## config.mk

```make
export PLATFORM = sky130hd
export DESIGN_NAME = dma_engine_flat
export DESIGN_NICKNAME = d
export VERILOG_FILES = /design/src/rtl/dma_engine_if.sv /design/src/rtl/dma_engine.sv /design/src/flat_wrapper.sv
export SDC_FILE = /design/constraint.sdc
export NUM_CORES = 1
export LEC_CHECK = 0
export BUFFER_PORTS_ARGS = -buffer_cell sky130_fd_sc_hd__buf_2
export CAP_MARGIN = 20
export CELL_PAD_IN_SITES_DETAIL_PLACEMENT = 1
export CELL_PAD_IN_SITES_GLOBAL_PLACEMENT = 2
export CORE_ASPECT_RATIO = 0.5
export CORE_MARGIN = 2
export CORE_UTILIZATION = 39
export DETAILED_ROUTE_END_ITERATION = 10
export GPL_TIMING_DRIVEN = 0
export HOLD_SLACK_MARGIN = 0.02
export PLACE_DENSITY = 0.84
export SYNTH_ARGS = -nofsm -noshare
export SYNTH_HDL_FRONTEND = slang
export SYNTH_SLANG_ARGS = --single-unit
```

## constraint.sdc

```tcl
create_clock -name clk_i -period 4.47 [get_ports clk_i]
set_clock_uncertainty 0.15 [all_clocks]
set_input_delay 0.447 -clock clk_i [delete_from_list [all_inputs] [get_ports clk_i]]
set_output_delay 0.447 -clock clk_i [all_outputs]
set_load 0.01 [all_outputs]
```

## src/rtl/dma_engine_if.sv

```systemverilog
// Bus side of the nano-z80 DMA initiator: BUSREQ/BUSACK handshake plus Z80-style strobes.
// master = DMA engine, slave = CPU/bus fabric.
interface dma_engine_if;
  logic        busreq_n_o;
  logic        busack_n_i;
  logic        bus_oe_o;
  logic [15:0] addr_o;
  logic [7:0]  data_o;
  logic [7:0]  data_i;
  logic        mreq_n_o;
  logic        ioreq_n_o;
  logic        rd_n_o;
  logic        wr_n_o;
  logic        wait_n_i;

  modport master (
    output busreq_n_o, bus_oe_o, addr_o, data_o, mreq_n_o, ioreq_n_o, rd_n_o, wr_n_o,
    input  busack_n_i, data_i, wait_n_i
  );

  modport slave (
    input  busreq_n_o, bus_oe_o, addr_o, data_o, mreq_n_o, ioreq_n_o, rd_n_o, wr_n_o,
    output busack_n_i, data_i, wait_n_i
  );
endinterface

```

## src/rtl/dma_engine.sv

```systemverilog
// Z80-bus DMA initiator: takes the bus via BUSREQ/BUSACK and copies LEN bytes from SRC to DST.
// Define DMA_WAIT_EN to let wait_n_i stretch RD2/WR2; otherwise every byte takes 4 cycles.
module dma_engine (
  input  logic         clk_i,
  input  logic         rst_i,
  input  logic         reg_cs_i,
  input  logic         reg_wr_n_i,
  input  logic [2:0]   reg_addr_i,
  input  logic [7:0]   reg_data_i,
  output logic [7:0]   reg_data_o,
  output logic         irq_o,
  dma_engine_if.master bus
);

  typedef enum logic [2:0] {StIdle, StReq, StRd1, StRd2, StWr1, StWr2} state_e;

  state_e      state_q;
  logic [15:0] src_q, dst_q, len_q;
  logic        src_io_q, dst_io_q, irq_en_q;
  logic        done_q, busy_q, abort_q;
  logic        busreq_n_q, bus_oe_q, mreq_n_q, ioreq_n_q, rd_n_q, wr_n_q, irq_q;
  logic [15:0] addr_q;
  logic [7:0]  data_q;

  logic        reg_we, abort_wr, stall;
  logic [15:0] src_nxt, dst_nxt, len_nxt;

`ifdef DMA_WAIT_EN
  assign stall = ~bus.wait_n_i;
`else
  logic unused_wait_n;
  assign unused_wait_n = bus.wait_n_i;
  assign stall         = 1'b0;
`endif

  assign reg_we   = reg_cs_i & ~reg_wr_n_i;
  assign abort_wr = reg_we & (reg_addr_i == 3'd6) & reg_data_i[4];
  assign src_nxt  = src_io_q ? src_q : src_q + 16'd1;
  assign dst_nxt  = dst_io_q ? dst_q : dst_q + 16'd1;
  assign len_nxt  = len_q - 16'd1;

  assign bus.busreq_n_o = busreq_n_q;
  assign bus.bus_oe_o   = bus_oe_q;
  assign bus.addr_o     = addr_q;
  assign bus.data_o     = data_q;
  assign bus.mreq_n_o   = mreq_n_q;
  assign bus.ioreq_n_o  = ioreq_n_q;
  assign bus.rd_n_o     = rd_n_q;
  assign bus.wr_n_o     = wr_n_q;
  assign irq_o          = irq_q;

  always_ff @(posedge clk_i or posedge rst_i) begin
    if (rst_i) begin
      state_q    <= StIdle;
      src_q      <= 16'h0000;
      dst_q      <= 16'h0000;
      len_q      <= 16'h0000;
      src_io_q   <= 1'b0;
      dst_io_q   <= 1'b0;
      irq_en_q   <= 1'b0;
      done_q     <= 1'b0;
      busy_q     <= 1'b0;
      abort_q    <= 1'b0;
      busreq_n_q <= 1'b1;
      bus_oe_q   <= 1'b0;
      mreq_n_q   <= 1'b1;
      ioreq_n_q  <= 1'b1;
      rd_n_q     <= 1'b1;
      wr_n_q     <= 1'b1;
      addr_q     <= 16'h0000;
      data_q     <= 8'h00;
      irq_q      <= 1'b0;
    end else begin
      irq_q <= done_q & irq_en_q;

      // Register window; FSM assignments below take priority on the same edge.
      if (reg_we) begin
        case (reg_addr_i)
          3'd0: if (!busy_q) src_q[7:0]  <= reg_data_i;
          3'd1: if (!busy_q) src_q[15:8] <= reg_data_i;
          3'd2: if (!busy_q) dst_q[7:0]  <= reg_data_i;
          3'd3: if (!busy_q) dst_q[15:8] <= reg_data_i;
          3'd4: if (!busy_q) len_q[7:0]  <= reg_data_i;
          3'd5: if (!busy_q) len_q[15:8] <= reg_data_i;
          3'd6: begin
            src_io_q <= reg_data_i[1];
            dst_io_q <= reg_data_i[2];
            irq_en_q <= reg_data_i[3];
            if (reg_data_i[0] && !busy_q) begin
              if (len_q == 16'h0000) begin
                done_q <= 1'b1;
              end else begin
                done_q     <= 1'b0;
                busy_q     <= 1'b1;
                state_q    <= StReq;
                busreq_n_q <= 1'b0;
              end
            end
            if (reg_data_i[4] && busy_q) abort_q <= 1'b1;
          end
          3'd7: if (reg_data_i[7]) done_q <= 1'b0;
          default: ;
        endcase
      end

      case (state_q)
        StReq: begin
          if (abort_q || abort_wr) begin
            state_q    <= StIdle;
            done_q     <= 1'b1;
            busy_q     <= 1'b0;
            abort_q    <= 1'b0;
            busreq_n_q <= 1'b1;
          end else if (!bus.busack_n_i) begin
            state_q   <= StRd1;
            bus_oe_q  <= 1'b1;
            addr_q    <= src_q;
            mreq_n_q  <= src_io_q;
            ioreq_n_q <= ~src_io_q;
            rd_n_q    <= 1'b0;
          end
        end
        StRd1: state_q <= StRd2;
        StRd2: begin
          if (!stall) begin
            state_q   <= StWr1;
            addr_q    <= dst_q;
            data_q    <= bus.data_i;
            mreq_n_q  <= dst_io_q;
            ioreq_n_q <= ~dst_io_q;
            rd_n_q    <= 1'b1;
            wr_n_q    <= 1'b0;
          end
        end
        StWr1: state_q <= StWr2;
        StWr2: begin
          if (!stall) begin
            src_q  <= src_nxt;
            dst_q  <= dst_nxt;
            len_q  <= len_nxt;
            wr_n_q <= 1'b1;
            if (len_nxt == 16'h0000 || abort_q) begin
              state_q    <= StIdle;
              done_q     <= 1'b1;
              busy_q     <= 1'b0;
              abort_q    <= 1'b0;
              busreq_n_q <= 1'b1;
              bus_oe_q   <= 1'b0;
              mreq_n_q   <= 1'b1;
              ioreq_n_q  <= 1'b1;
            end else begin
              // Back-to-back: next read starts on the same edge the write ends.
              state_q   <= StRd1;
              addr_q    <= src_nxt;
              mreq_n_q  <= src_io_q;
              ioreq_n_q <= ~src_io_q;
              rd_n_q    <= 1'b0;
            end
          end
        end
        default: ;
      endcase
    end
  end

  always_comb begin
    reg_data_o = 8'h00;
    case (reg_addr_i)
      3'd0:    reg_data_o = src_q[7:0];
      3'd1:    reg_data_o = src_q[15:8];
      3'd2:    reg_data_o = dst_q[7:0];
      3'd3:    reg_data_o = dst_q[15:8];
      3'd4:    reg_data_o = len_q[7:0];
      3'd5:    reg_data_o = len_q[15:8];
      3'd6:    reg_data_o = {done_q, 3'b000, irq_en_q, dst_io_q, src_io_q, busy_q};
      3'd7:    reg_data_o = {done_q, 6'b000000, busy_q};
      default: reg_data_o = 8'h00;
    endcase
  end

endmodule

```

## src/flat_wrapper.sv

```systemverilog
// flat-port wrapper written by rule: the top's interface ports become plain ports
module dma_engine_flat 
  (clk_i, rst_i, reg_cs_i, reg_wr_n_i, reg_addr_i, reg_data_i, reg_data_o, irq_o, bus_busreq_n_o, bus_bus_oe_o, bus_addr_o, bus_data_o, bus_mreq_n_o, bus_ioreq_n_o, bus_rd_n_o, bus_wr_n_o, bus_busack_n_i, bus_data_i, bus_wait_n_i);
  dma_engine_if bus_i ();
  input  logic clk_i;
  input  logic rst_i;
  input  logic reg_cs_i;
  input  logic reg_wr_n_i;
  input  logic [2:0] reg_addr_i;
  input  logic [7:0] reg_data_i;
  output logic [7:0] reg_data_o;
  output logic irq_o;
  output wire logic [$bits(bus_i.busreq_n_o)-1:0] bus_busreq_n_o;
  output wire logic [$bits(bus_i.bus_oe_o)-1:0] bus_bus_oe_o;
  output wire logic [$bits(bus_i.addr_o)-1:0] bus_addr_o;
  output wire logic [$bits(bus_i.data_o)-1:0] bus_data_o;
  output wire logic [$bits(bus_i.mreq_n_o)-1:0] bus_mreq_n_o;
  output wire logic [$bits(bus_i.ioreq_n_o)-1:0] bus_ioreq_n_o;
  output wire logic [$bits(bus_i.rd_n_o)-1:0] bus_rd_n_o;
  output wire logic [$bits(bus_i.wr_n_o)-1:0] bus_wr_n_o;
  input wire logic [$bits(bus_i.busack_n_i)-1:0] bus_busack_n_i;
  input wire logic [$bits(bus_i.data_i)-1:0] bus_data_i;
  input wire logic [$bits(bus_i.wait_n_i)-1:0] bus_wait_n_i;
  assign bus_busreq_n_o = bus_i.busreq_n_o;
  assign bus_bus_oe_o = bus_i.bus_oe_o;
  assign bus_addr_o = bus_i.addr_o;
  assign bus_data_o = bus_i.data_o;
  assign bus_mreq_n_o = bus_i.mreq_n_o;
  assign bus_ioreq_n_o = bus_i.ioreq_n_o;
  assign bus_rd_n_o = bus_i.rd_n_o;
  assign bus_wr_n_o = bus_i.wr_n_o;
  assign bus_i.busack_n_i = bus_busack_n_i;
  assign bus_i.data_i = bus_data_i;
  assign bus_i.wait_n_i = bus_wait_n_i;
  dma_engine u_core (.clk_i(clk_i), .rst_i(rst_i), .reg_cs_i(reg_cs_i), .reg_wr_n_i(reg_wr_n_i), .reg_addr_i(reg_addr_i), .reg_data_i(reg_data_i), .reg_data_o(reg_data_o), .irq_o(irq_o), .bus(bus_i));
endmodule
```

After elaboration in Yosys (flattened, before gate mapping)
Index checks and enable logic that the tools add are counted.
{"block": "word_totals", "regBits": 88, "output_inout_bits": 39, "elab_cells": 151}
{"block": "op_classes", "reduce_logical": 28, "mux": 73, "n_addsub": 3, "eq_ne": 18, "bitwise": 7}
{"op": "two-way mux 16 bit", "n": 11}
{"op": "case mux 8 bit (8 select lines)", "n": 1}
{"op": "two-way mux 8 bit", "n": 7}
{"op": "case mux 16 bit (3 select lines)", "n": 1}
{"op": "two-way mux 1 bit", "n": 35}
{"op": "adder 16 x 1 -> 16 bit, second input constant", "n": 2}
{"op": "zero test 16 bit", "n": 2}
{"op": "equality test 3 bit, second input constant", "n": 6}
{"op": "two-way mux 3 bit", "n": 6}
{"op": "nonzero test 2 bit", "n": 9}
{"op": "AND reduction 4 bit", "n": 4}
{"op": "subtractor 16 x 1 -> 16 bit, second input constant", "n": 1}
{"op": "case mux 3 bit (5 select lines)", "n": 1}
{"op": "AND reduction 3 bit", "n": 5}
{"op": "case mux 1 bit (2 select lines)", "n": 7}
{"op": "equality test 3 x 2 -> 1 bit, second input constant", "n": 4}
{"op": "inequality test 2 bit, second input constant", "n": 5}
{"op": "case mux 1 bit (3 select lines)", "n": 3}
{"op": "equality test 3 x 1 -> 1 bit, second input constant", "n": 2}
{"op": "AND 1 bit", "n": 4}
{"op": "zero test 3 bit", "n": 1}
{"op": "NOT 1 bit", "n": 3}
{"op": "nonzero test 3 bit", "n": 1}
{"op": "logical AND 1 bit", "n": 2}
{"op": "5 further kinds", "n": 6}

Depth between registers and ports, before layout
Gate-level depths: netlist of run 1.
{"block": "depth", "word_depth": 8, "ltp_mapped": 13, "mapped_depth_nobuf": 8}

Least setup slack after synthesis of run 1
No wires, ideal clock.
{"block": "synth_timing", "path_kind": "register to register", "from": "register u_core.len_q[0]", "to": "register u_core.addr_q[0], in the netlist u_core.bus.addr_o[0]", "slack_ns": 1.826, "setup_ns": 0.125, "period_less_slack_ns": 2.644, "t_arrival_ns": 2.369, "path_stages_with_launch": 13, "t_required_ns": 4.195, "path_buffers": 4, "path_cell_list": "dfrtp_1 buf_2 inv_1 ha_1 buf_2 or3b_1 buf_2 o21ai_1 a211oi_1 o211ai_1 o21ba_1 buf_6 mux2_2"}
{"block": "synth_via", "elab_chain_len": 5}
{"element": "from (decl)", "line": "dma_engine.sv:18", "text": "logic [15:0] src_q, dst_q, len_q;"}
{"element": "from (signal assigned)", "line": "dma_engine.sv:83", "text": "3'd4: if (!busy_q) len_q[7:0] <= reg_data_i;"}
{"element": "from (signal assigned)", "line": "dma_engine.sv:140", "text": "len_q <= len_nxt;"}
{"element": "subtractor 16 x 1 -> 16 bit", "line": "dma_engine.sv:40", "text": "assign len_nxt = len_q - 16'd1;"}
{"element": "zero test 16 bit", "line": "dma_engine.sv:142", "text": "if (len_nxt == 16'h0000 || abort_q) begin"}
{"element": "logical OR 1 bit", "line": "dma_engine.sv:142"}
{"element": "inequality test 2 bit (no line)"}
{"element": "AND reduction 4 bit (no line)"}
{"element": "to (signal assigned)", "line": "dma_engine.sv:117", "text": "addr_q <= src_q;"}
{"element": "to (signal assigned)", "line": "dma_engine.sv:127", "text": "addr_q <= dst_q;"}
{"element": "to (signal assigned)", "line": "dma_engine.sv:154", "text": "addr_q <= src_nxt;"}
{"element": "to (decl)", "line": "dma_engine.sv:22", "text": "logic [15:0] addr_q;"}
Every way passes these cells.
A chain may end at the register's enable or synchronous reset.

Worst setup path after layout of run 1
{"block": "layout_timing", "from": "register u_core.state_q[2]", "to": "register u_core.src_q[12]"}
{"block": "layout_via", "elab_chain_len": 3, "word_cells_on_any_way": 6, "classes_between": "eq/ne: 2; mux: 1; reduce/logical: 3"}
{"element": "from (decl)", "line": "dma_engine.sv:17", "text": "state_e state_q;"}
{"element": "from (signal assigned)", "line": "dma_engine.sv:54", "text": "state_q <= StIdle;"}
{"element": "from (signal assigned)", "line": "dma_engine.sv:95", "text": "state_q <= StReq;"}
{"element": "from (signal assigned)", "line": "dma_engine.sv:109", "text": "state_q <= StIdle;"}
{"element": "equality test 3 bit *", "line": "dma_engine.sv:106", "text": "case (state_q)"}
{"element": "inequality test 2 bit (no line) / nonzero test 2 bit (equally long branches)"}
{"element": "AND reduction 3 bit (no line)"}
{"element": "to (signal assigned)", "line": "dma_engine.sv:80", "text": "3'd1: if (!busy_q) src_q[15:8] <= reg_data_i;"}
{"element": "to (signal assigned)", "line": "dma_engine.sv:138", "text": "src_q <= src_nxt;"}
{"element": "to (decl)", "line": "dma_engine.sv:18"}
Mark *: on every way between the ends. The rest lies on a longest branch, timed or not.

==> flow_metrics.py, run 1 <==
metrics = {
    "synthesis": {
        "postSynth.topFlopCell": "dfrtp_1",
        "synth_cells": 731,
        "synthArstFlopShare_pct": 100,
        "synth-compound-area-share_pct": 25.3,
        "ys_ff_latch": 88,
        "ys_types": 86,
        "synth_nets": 761,
        "yosys_warnings": 0,
        "syn-cell-area_mm2": 0.00600,
        "synth-simple-area-share_pct": 24.9,
        "synth.avg_cell_area_um2": 8.21,
        "synth-adder-area-share_pct": 1.04,
        "synth-edff-count": 0,
        "synth_mux_area_share_pct": 6.15,
        "yosysSeqAreaShare_pct": 36.8,
        "synth-xor-area-share_pct": 0.146,
        "synth_top_family_by_area": "compound AO/OA/AOI/OAI gates",
    },
    "worst_setup_path": {
        "worstSetupStartpoint": "u_core.state_q[2]",
        "reg2reg_slack_ns": 1.11,
        "reg2reg_depth": 8,
        "worstPathArrival_ns": 3.46,
        "timing.rr.start": "u_core.state_q[2]",
        "endpoint_kind": "register",
        "crit_required_ns": 4.57,
        "worstReg2RegEnd": "u_core.src_q[12]",
        "worstPathMaxFanout": 10,
        "critPathLaunchType": "register",
        "endpoint": "u_core.src_q[12]",
        "path_class": "reg -> reg",
    },
    "drt": {
        "first_pass_iters": 5,
        "drt-total-wl_mm": 24.5,
        "drc": 0,
        "ant_nets": 0,
        "vias_per_cell": 6.25,
        "vias": 6328,
        "drt-wirelength-per-cell_um": 24.2,
        "drt-initial-drc-count": 638,
    },
    "finish": {
        "layout_commonest_cell": "nor2_1",
        "finalInstanceArea_mm2": 0.00693,
        "finalNetCount": 839,
        "mostFrequentLayoutCells": "88 x nor2_1, 87 x nand2_1, 83 x dfrtp_1",
        "multi_input_area_mm2": 0.00345,
        "synthToLayoutAreaGrowth_pct": 15.5,
        "drive_above_1_share_pct": 18.3,
        "fillers": 1826,
        "regArea_mm2": 0.00221,
    },
    "timing": {
        "max_clock_freq_ghz": 0.298,
        "finalCriticalPeriod_ns": 3.36,
        "setup_viol": 0,
        "relSlewSlack_pct": 43.6,
        "rsz0062_at_grt": "false",
        "worst_pin_slew_ns": 0.846,
        "slew_viol_final": 0,
        "fin_crit_sh_pct": 75.2,
        "hold_viol": 0,
        "setup_slack_ns": 1.11,
        "fin_tns_setup_ns": 0,
    },
    "clock_tree": {
        "cts.htree.levels": 3,
        "tritoncts": "yes",
        "clock_path_buffers": 2,
        "cts_sinks": 88,
        "cts-buffers-inserted": 9,
        "cts-root-buf": "clkbuf_16",
        "ctsResizeCount": 0,
        "path_clk_slew_ns": 0.07,
        "postCtsHoldBufs": 1,
        "insertion_delay_ns": 0.37,
        "post_cts_buffers": 0,
    },
    "grt": {
        "overflow": 0,
        "grt_start_max_net_pins": 63,
        "antenna_found_initial": 1,
        "track_usage_pct": 31.0,
        "grt_pass1_vias": 6152,
        "grt_pass1_wl_mm": 37.7,
    },
    "floorplanning": {
        "rows": 31,
        "coreArea_mm2": 0.0147,
        "die_x_um": 179,
        "ios": 64,
        "dieArea_mm2": 0.0164,
        "initial_utilization_pct": 40.7,
        "die_y_um": 91.7,
    },
    "place": {
        "place_hpwl_mm": 18.0,
        "place.gp.congestion": 0.928,
        "dpl_cell_area_mm2": 0.00659,
        "post-place-ws_ns": 0.979,
        "place.port_buffers": 62,
    },
    "power": {
        "cellLeakagePower_nw": 2.81,
        "irDropWorstVdd_mv": 0.234,
        "power_density_mw_per_mm2": 716,
    },
    "status": {
        "status": "finished clean",
    },
    "worst_hold_path": {
        "hold_class": "in -> reg",
    },
    "run": {
        "maxCapViolCount": 0,
    },
}
cell families after synthesis:
| group | after synthesis |
|---|---|
| AO/OA/AOI/OAI | 230 |
| flip-flops | 88 |
| XOR/XNOR | 1 |
| multiplexers | 30 |
| adder cells (fa/ha/maj) | 5 |
| AND/OR/NAND/NOR | 300 |
| buffers and inverters | 77 |
registers in the layout (all words and copies together) (netlist names), 3 cells and up:
register and flops:
u_core.dst_q 16, u_core.state_q 3, u_core.src_q 16, u_core.bus.addr_o 16, u_core.bus.data_o 8, u_core.len_q 16
routing by layer:
| layer | GRT usage, % | part of all wire, % | up-vias |
|---|---|---|---|
| li1 | - | - | 2854 |
| met3 | 8.33 | 10 | 31 |
| met5 | 0 | 0 | - |
| met2 | 44.4 | 42 | 280 |
| met4 | 6.12 | 1.3 | 0 |
| met1 | 46.5 | 47 | 3163 |
synth_stat cells, types with 7 or more instances:
cell type | count | share of area, %
nand3_1 | 29 | 2.4
inv_1 | 22 | 1.4
nor2b_1 | 7 | 0.73
nand2b_1 | 8 | 0.83
nor3_1 | 22 | 1.8
a21oi_1 | 64 | 5.3
mux2_2 | 11 | 2.1
dfrtp_1 | 83 | 35
o221a_2 | 7 | 1.3
and3_1 | 10 | 1.0
a211oi_1 | 10 | 1.3
o22ai_1 | 21 | 2.2
nor2_1 | 88 | 5.5
mux2i_1 | 11 | 1.8
o21ai_0 | 50 | 4.2
nand2_1 | 87 | 5.4
buf_2 | 17 | 1.4
clkbuf_1 | 27 | 1.7
a31oi_1 | 9 | 0.94
critical path: stages, from the launching register on:
cell and delay (ns):
dfrtp_1 0.31, buf_2 0.24, and3b_1 0.19, clkbuf_1 0.44
buf_2 0.39, buf_1 0.54, buf_1 0.64, nand3_1 0.17
o221a_2 0.17
report_power, final:
group / total [W] / internal, W / leakage, nW / switching [W]
sequential: 0.00154 / 0.00115 / 0.981 / 0.000390
combinational: 0.00260 / 0.000939 / 1.68 / 0.00166
clock: 0.000815 / 0.000454 / 0.146 / 0.000361
cell type report:
class / count / area share, %
diodes: 1 / 0.0361
plain buffers: 55 / 3.69
clock buffers: 11 / 3.50
clock inverters: 5 / 0.921
inverters: 22 / 1.23
multi-input cells: 566 / 49.8
flip-flops and latches: 88 / 31.9
well taps: 198 / 3.58
repair buffers: 67 / 5.31
how the worst min path moves through the flow:
stage / startpoint / endpoint / cells past startpoint
floorplan: u_core.bus.wr_n_o / u_core.bus.wr_n_o / 2
detailed placement: rst_i / u_core.bus.addr_o[14] / 2
global placement: u_core.bus.wr_n_o / u_core.bus.wr_n_o / 2
CTS: bus_data_i[0] / u_core.bus.data_o[0] / 3
finish: bus_data_i[0] / u_core.bus.data_o[0] / 3
global route: bus_data_i[1] / u_core.bus.data_o[1] / 3
per-stage QoR:
step | hold slack (ns) | util (%) | instances | power (W)
6_report | 0.129 | 47.0 | 1013 | 0.00496
5_1_grt | 0.127 | 47.0 | 1012 | 0.00530
4_1_cts | 0.122 | 46.8 | 1009 | 0.00492
3_5_place_dp | 0.306 | 44.7 | 992 | 0.00408
3_3_place_gp | 0.298 | 44.5 | 991 | 0.00402
2_1_floorplan | 0.315 | - | 731 | 0.00313
Note: power is estimated with default switching activity, not from simulation.
==> inputs of run 2 (changes only) <==
- CORE_UTILIZATION: 39 -> 32
- PLACE_DENSITY: 0.84 -> 0.73
- clock period: 4.47 -> 2.8 ns (I/O delays scaled with it)
==> run 2 against run 1 <==
  * Die area is 21% higher
  * Largest cell class unchanged
  * Global-route usage is 4.1 points lower
  * Largest power group unchanged
  * Non-clock buffer count is 15 higher
  * Critical endpoint is now u_core.bus.addr_o[11]
  * Sequential share of layout area is 1.9 points lower
  * Count of clock-buffer cells in the layout is 2 lower
  * Sequential power is 62% higher
  * Utilization is 6.8 points lower
==> flow_metrics.py, run 2 (synthesis results as in run 1) <==
metrics = {
    "clock_tree": {
        "path_clk_slew_ns": 0.07,
        "cts_sinks": 88,
        "tritoncts": "yes",
        "cts-buffers-inserted": 9,
        "insertion_delay_ns": 0.35,
        "clock_path_buffers": 2,
        "cts.htree.levels": 3,
        "cts-root-buf": "clkbuf_16",
    },
    "drt": {
        "drt-total-wl_mm": 26.0,
        "vias_per_cell": 5.92,
        "drt-wirelength-per-cell_um": 24.3,
        "wl_met3_mm": 1.52,
        "ant_nets": 0,
        "vias": 6332,
        "dr_wl_met2_mm": 11.3,
        "drc": 0,
        "first_pass_iters": 5,
        "drt-initial-drc-count": 527,
        "dr.max_layer_used": "met4",
        "met1_length_mm": 12.8,
    },
    "place": {
        "dp_cells": 1035,
        "place.gp.congestion": 0.891,
        "place.port_buffers": 62,
        "place_hpwl_mm": 18.8,
        "post-place-ws_ns": -0.680,
    },
    "worst_setup_path": {
        "endpoint_kind": "register",
        "critPathLaunchType": "register",
        "path_class": "reg -> reg",
        "crit_required_ns": 2.88,
        "reg2reg_depth": 11,
        "worstPathMaxFanout": 6,
        "worstPathArrival_ns": 2.84,
    },
    "timing": {
        "worst_pin_slew_ns": 0.918,
        "fin_crit_sh_pct": 98.6,
        "slew_viol_final": 0,
        "finalCriticalPeriod_ns": 2.76,
        "relSlewSlack_pct": 38.5,
        "hold_viol": 0,
        "setup_slack_ns": 0.0398,
        "setup_viol": 0,
        "max_clock_freq_ghz": 0.362,
    },
    "grt": {
        "grt_pass1_vias": 6303,
        "antenna_found_initial": 0,
        "grt_pass1_wl_mm": 39.5,
        "overflow": 0,
        "track_usage_pct": 26.9,
        "grt_start_max_net_pins": 50,
    },
    "finish": {
        "mostFrequentLayoutCells": "88 x nor2_1, 87 x nand2_1, 81 x dfrtp_1",
        "num_antenna_cells": 0,
        "finalNetCount": 854,
        "stdcell_count": 1069,
        "synthToLayoutAreaGrowth_pct": 23.1,
        "drive_above_1_share_pct": 23.2,
        "layout_commonest_cell": "nor2_1",
    },
    "worst_hold_path": {
        "hold_path_depth": 3,
        "hold_class": "in -> reg",
    },
    "power": {
        "cellLeakagePower_nw": 3.03,
        "power_density_mw_per_mm2": 1160,
        "p_total_w": 0.00857,
        "irDropWorstVdd_mv": 0.359,
    },
    "floorplanning": {
        "die_y_um": 101,
        "ios": 64,
        "rows": 35,
        "initial_utilization_pct": 32.6,
        "dieArea_mm2": 0.0199,
        "die_x_um": 198,
        "coreArea_mm2": 0.0184,
    },
    "status": {
        "status": "finished clean",
    },
    "run": {
        "maxCapViolCount": 0,
    },
}
## run 2: final cells by class
cell class | instances | area (µm²)
repair buffers | 85 | 579
clock buffers | 9 | 225
clock inverters | 7 | 124
flip-flops and latches | 88 | 2210
inverters | 22 | 87.6
multi-input cells | 566 | 3580
well taps | 240 | 300
fillers | 2168 | 11000
plain buffers | 52 | 279
## run 2: path summary, 6_finish.rpt
| path | startpoint | to | slack, ns |
|---|---|---|---|
| setup / recovery | u_core.len_q[1] | u_core.bus.addr_o[11] | 0.04 |
| setup reg to reg | u_core.len_q[1] | u_core.bus.addr_o[11] | 0.04 |
| hold reg to reg | u_core.bus.wr_n_o | u_core.bus.wr_n_o | 0.31 |
| hold / removal | reg_data_i[1] | u_core.src_io_q | 0.18 |
| min in group asynchronous | rst_i | u_core.src_q[10] | 0.45 |
| max in group asynchronous | rst_i | u_core.len_q[0] | 1.36 |
## run 2: layer usage
| layer | vias to the layer above | GRT usage (%) |
|---|---|---|
| met5 | - | 0 |
| met4 | 0 | 6.19 |
| met3 | 29 | 5.32 |
| met2 | 206 | 40.9 |
| met1 | 3221 | 39.3 |
| li1 | 2876 | - |
## run 2: stage by stage
stage | cell area [µm²] | utilization [%] | hold slack (ns) | TNS, ns
after floorplan | 6000 | - | 0.235 | 0
after global placement | 6610 | 35.9 | 0.298 | -136.29
after detailed placement | 6650 | 36.1 | 0.296 | -11.10
after CTS | 7280 | 39.6 | 0.163 | 0
after global routing | 7380 | 40.1 | 0.176 | -0.0825
final | 7380 | 40.1 | 0.178 | 0
## run 2: where the power goes
group | switching [W] | leakage (nW) | internal [W]
registers | 0.000651 | 0.978 | 0.00184
logic | 0.00280 | 1.88 | 0.00181
clock network | 0.000577 | 0.167 | 0.000883
total | 0.00403 | 3.03 | 0.00453
## run 2: what timing repair did
item                                    4_1_cts  5_1_grt
pin swaps                                     7        5
cloned                                        1        1
hold endpoints to repair                     51        0
buffers inserted                              6        4
resized for setup                            35       24
hold buffers                                  9        0
endpoints found under the setup margin       57       50
## run 2: worst max-delay path, stage by stage (launching register included)
cell and delay (ns):
dfrtp_1 0.38, buf_6 0.13, inv_4 0.06, ha_4 0.12, buf_6 0.10, or3b_4 0.40, o21ai_2 0.17, a211oi_2 0.12
o211ai_1 0.27, o21ba_4 0.25, clkbuf_16 0.18, mux2_4 0.29
==> inputs of run 3 (changes only) <==
- SETUP_SLACK_MARGIN: not set -> 0.15
==> run 3 against run 2 <==
  * Total power up 1.9%
  * Largest power group unchanged
  * Combinational power up 5.6%
  * Sequential power about the same
  * Critical path type unchanged
  * The run now ends with negative setup slack left
  * Fmax down 1.7%
  * Utilization up 0.93 points
  * Setup slack worse by 0.048 ns
  * Critical path depth unchanged
  * Global-route usage up 0.38 points
  * Hold slack worse by 0.016 ns
  * Largest cell class unchanged
  * Routed wire length up 1.0%
  * First-iteration DRC count up 8.3%
==> flow_metrics.py, run 3 (synthesis results as in run 1) <==
metrics = {
    "grt": {
        "grt_start_max_net_pins": 27,
        "overflow": 0,
        "track_usage_pct": 27.3,
        "antenna_found_initial": 0,
        "grt_pass1_wl_mm": 40.0,
        "grt_pass1_vias": 6491,
    },
    "place": {
        "place.port_buffers": 62,
        "dp_cells": 1037,
        "post-place-ws_ns": -0.665,
        "place.gp.congestion": 0.879,
        "place_hpwl_mm": 19.1,
        "dpl_cell_area_mm2": 0.00668,
    },
    "finish": {
        "finalInstanceArea_mm2": 0.00755,
        "layout_commonest_cell": "nor2_1",
        "synthToLayoutAreaGrowth_pct": 25.9,
        "finalNetCount": 868,
        "num_antenna_cells": 0,
        "drive_above_1_share_pct": 25.1,
        "mostFrequentLayoutCells": "87 x nor2_1, 86 x nand2_1, 82 x dfrtp_1",
        "stdcell_count": 1083,
    },
    "worst_setup_path": {
        "cp_common_cell": "buf_12",
        "cp_cell_sequence": "buf_6, buf_8, nor4_4, a32oi_2, o22ai_2, o211ai_1, o21ba_4, buf_12, buf_12, buf_16, o221a_1",
        "slowest_delay_ns": 0.41,
        "path_class": "reg -> reg",
        "cpLargestDelayFamily": "compound AO/OA/AOI/OAI gates",
        "critPathLaunchType": "register",
        "endpoint_kind": "register",
        "cp_slowest_cell": "nor4_4",
        "crit_required_ns": 2.90,
        "worstPathArrival_ns": 2.91,
        "worstPathMaxFanout": 7,
        "crit_buf_inv": 5,
    },
    "timing": {
        "hold_ws_ns": 0.162,
        "max_clock_freq_ghz": 0.356,
        "finalCriticalPeriod_ns": 2.81,
        "setup_viol": 3,
        "relSlewSlack_pct": 34.6,
        "slew_viol_final": 0,
        "fin_tns_setup_ns": -0.0197,
        "rsz0062_at_grt": "true",
        "hold_viol": 0,
        "fin_crit_sh_pct": 100,
        "setup_slack_ns": -0.00773,
        "worst_pin_slew_ns": 0.977,
    },
    "floorplanning": {
        "die_x_um": 198,
        "ios": 64,
        "initial_utilization_pct": 32.6,
        "rows": 35,
        "dieArea_mm2": 0.0199,
        "coreArea_mm2": 0.0184,
        "die_y_um": 101,
    },
    "power": {
        "swShare_pct": 47.5,
        "clockPowerShare_pct": 15.4,
        "combPwrFrac_pct": 56.0,
        "switchingPower_w": 0.00415,
        "power.share.sequential_pct": 28.7,
        "cellLeakagePower_nw": 3.10,
        "intPower_w": 0.00458,
        "power_density_mw_per_mm2": 1160,
        "irDropWorstVdd_mv": 0.378,
    },
    "clock_tree": {
        "path_clk_slew_ns": 0.07,
        "clock_path_buffers": 2,
        "cts_sinks": 88,
        "insertion_delay_ns": 0.37,
        "tritoncts": "yes",
        "cts.htree.levels": 3,
        "cts-buffers-inserted": 9,
        "cts-root-buf": "clkbuf_16",
    },
    "drt": {
        "drt-initial-drc-count": 571,
        "drc": 0,
        "ant_nets": 0,
        "drt-total-wl_mm": 26.3,
        "first_pass_iters": 5,
        "vias": 6466,
        "drt-wirelength-per-cell_um": 24.3,
        "vias_per_cell": 5.97,
    },
    "run": {
        "maxCapViolCount": 0,
    },
    "status": {
        "status": "finished, violations left",
        "violations": "negative setup slack",
    },
    "worst_hold_path": {
        "hold_class": "in -> reg",
    },
}
[run 3: stage by stage]
step	utilization [%]	power, W
finish	41.1	0.00873
floorplan	-	0.00500
CTS	40.2	0.00846
detailed placement	36.3	0.00661
global route	41.1	0.00928
global placement	36.0	0.00649
[run 3: power by group through the flow]
| stage | clock network [W] | logic [W] | registers (W) |
|---|---|---|---|
| global route | 0.00141 | 0.00530 | 0.00257 |
| detailed placement | 0 | 0.00411 | 0.00249 |
| global placement | 0 | 0.00403 | 0.00247 |
| floorplan | 0 | 0.00266 | 0.00234 |
| CTS | 0.00137 | 0.00460 | 0.00249 |
| finish | 0.00134 | 0.00488 | 0.00250 |
[run 3: repair_timing]
item / CTS / global route
endpoints found under the setup margin: 73 / 65
gates resized for setup: 52 / 21
cloned: 2 / 0
hold buffers: 9 / 0
pin swaps: 6 / 4
setup buffers: 11 / 8
hold endpoints to repair: 29 / 0
[run 3: layout make-up]
cell class,count,area (µm²)
fill,2212,10800
multi-input combinational,566,3620
sequential,88,2210
timing repair buffer,96,708
buffer,55,312
tap,240,300
clock buffer,11,253
inverter,22,91.3
clock inverter,5,63.8
[run 3: tightest hold or removal path, cell delays in order]
cell     delay (ns)
buf_2          0.19
nand2_1        0.09
o21ai_0        0.07
[run 3: routing by layer]
layer / part of all wire (%) / routed length, µm / vias to the layer above / track usage, %
li1: - / - / 2906 / -
met1: 49 / 12900 / 3296 / 38.9
met2: 43 / 11300 / 226 / 42.3
met3: 6.3 / 1660 / 38 / 5.75
met4: 1.7 / 446 / 0 / 6.71
met5: 0 / 0 / - / 0
[run 3: worst paths after layout]
path	endpoint	depth (start not counted)	slack, ns	start
max	u_core.bus.addr_o[4]	11	-0.008	u_core.len_q[0]
min	u_core.src_io_q	3	0.16	reg_data_i[1]
max reg2reg	u_core.bus.addr_o[4]	11	-0.008	u_core.len_q[0]
min reg2reg	u_core.bus.wr_n_o	2	0.31	u_core.bus.wr_n_o
max in group asynchronous	u_core.len_q[11]	6	1.20	rst_i
min in group asynchronous	u_core.bus.addr_o[11]	3	0.37	rst_i
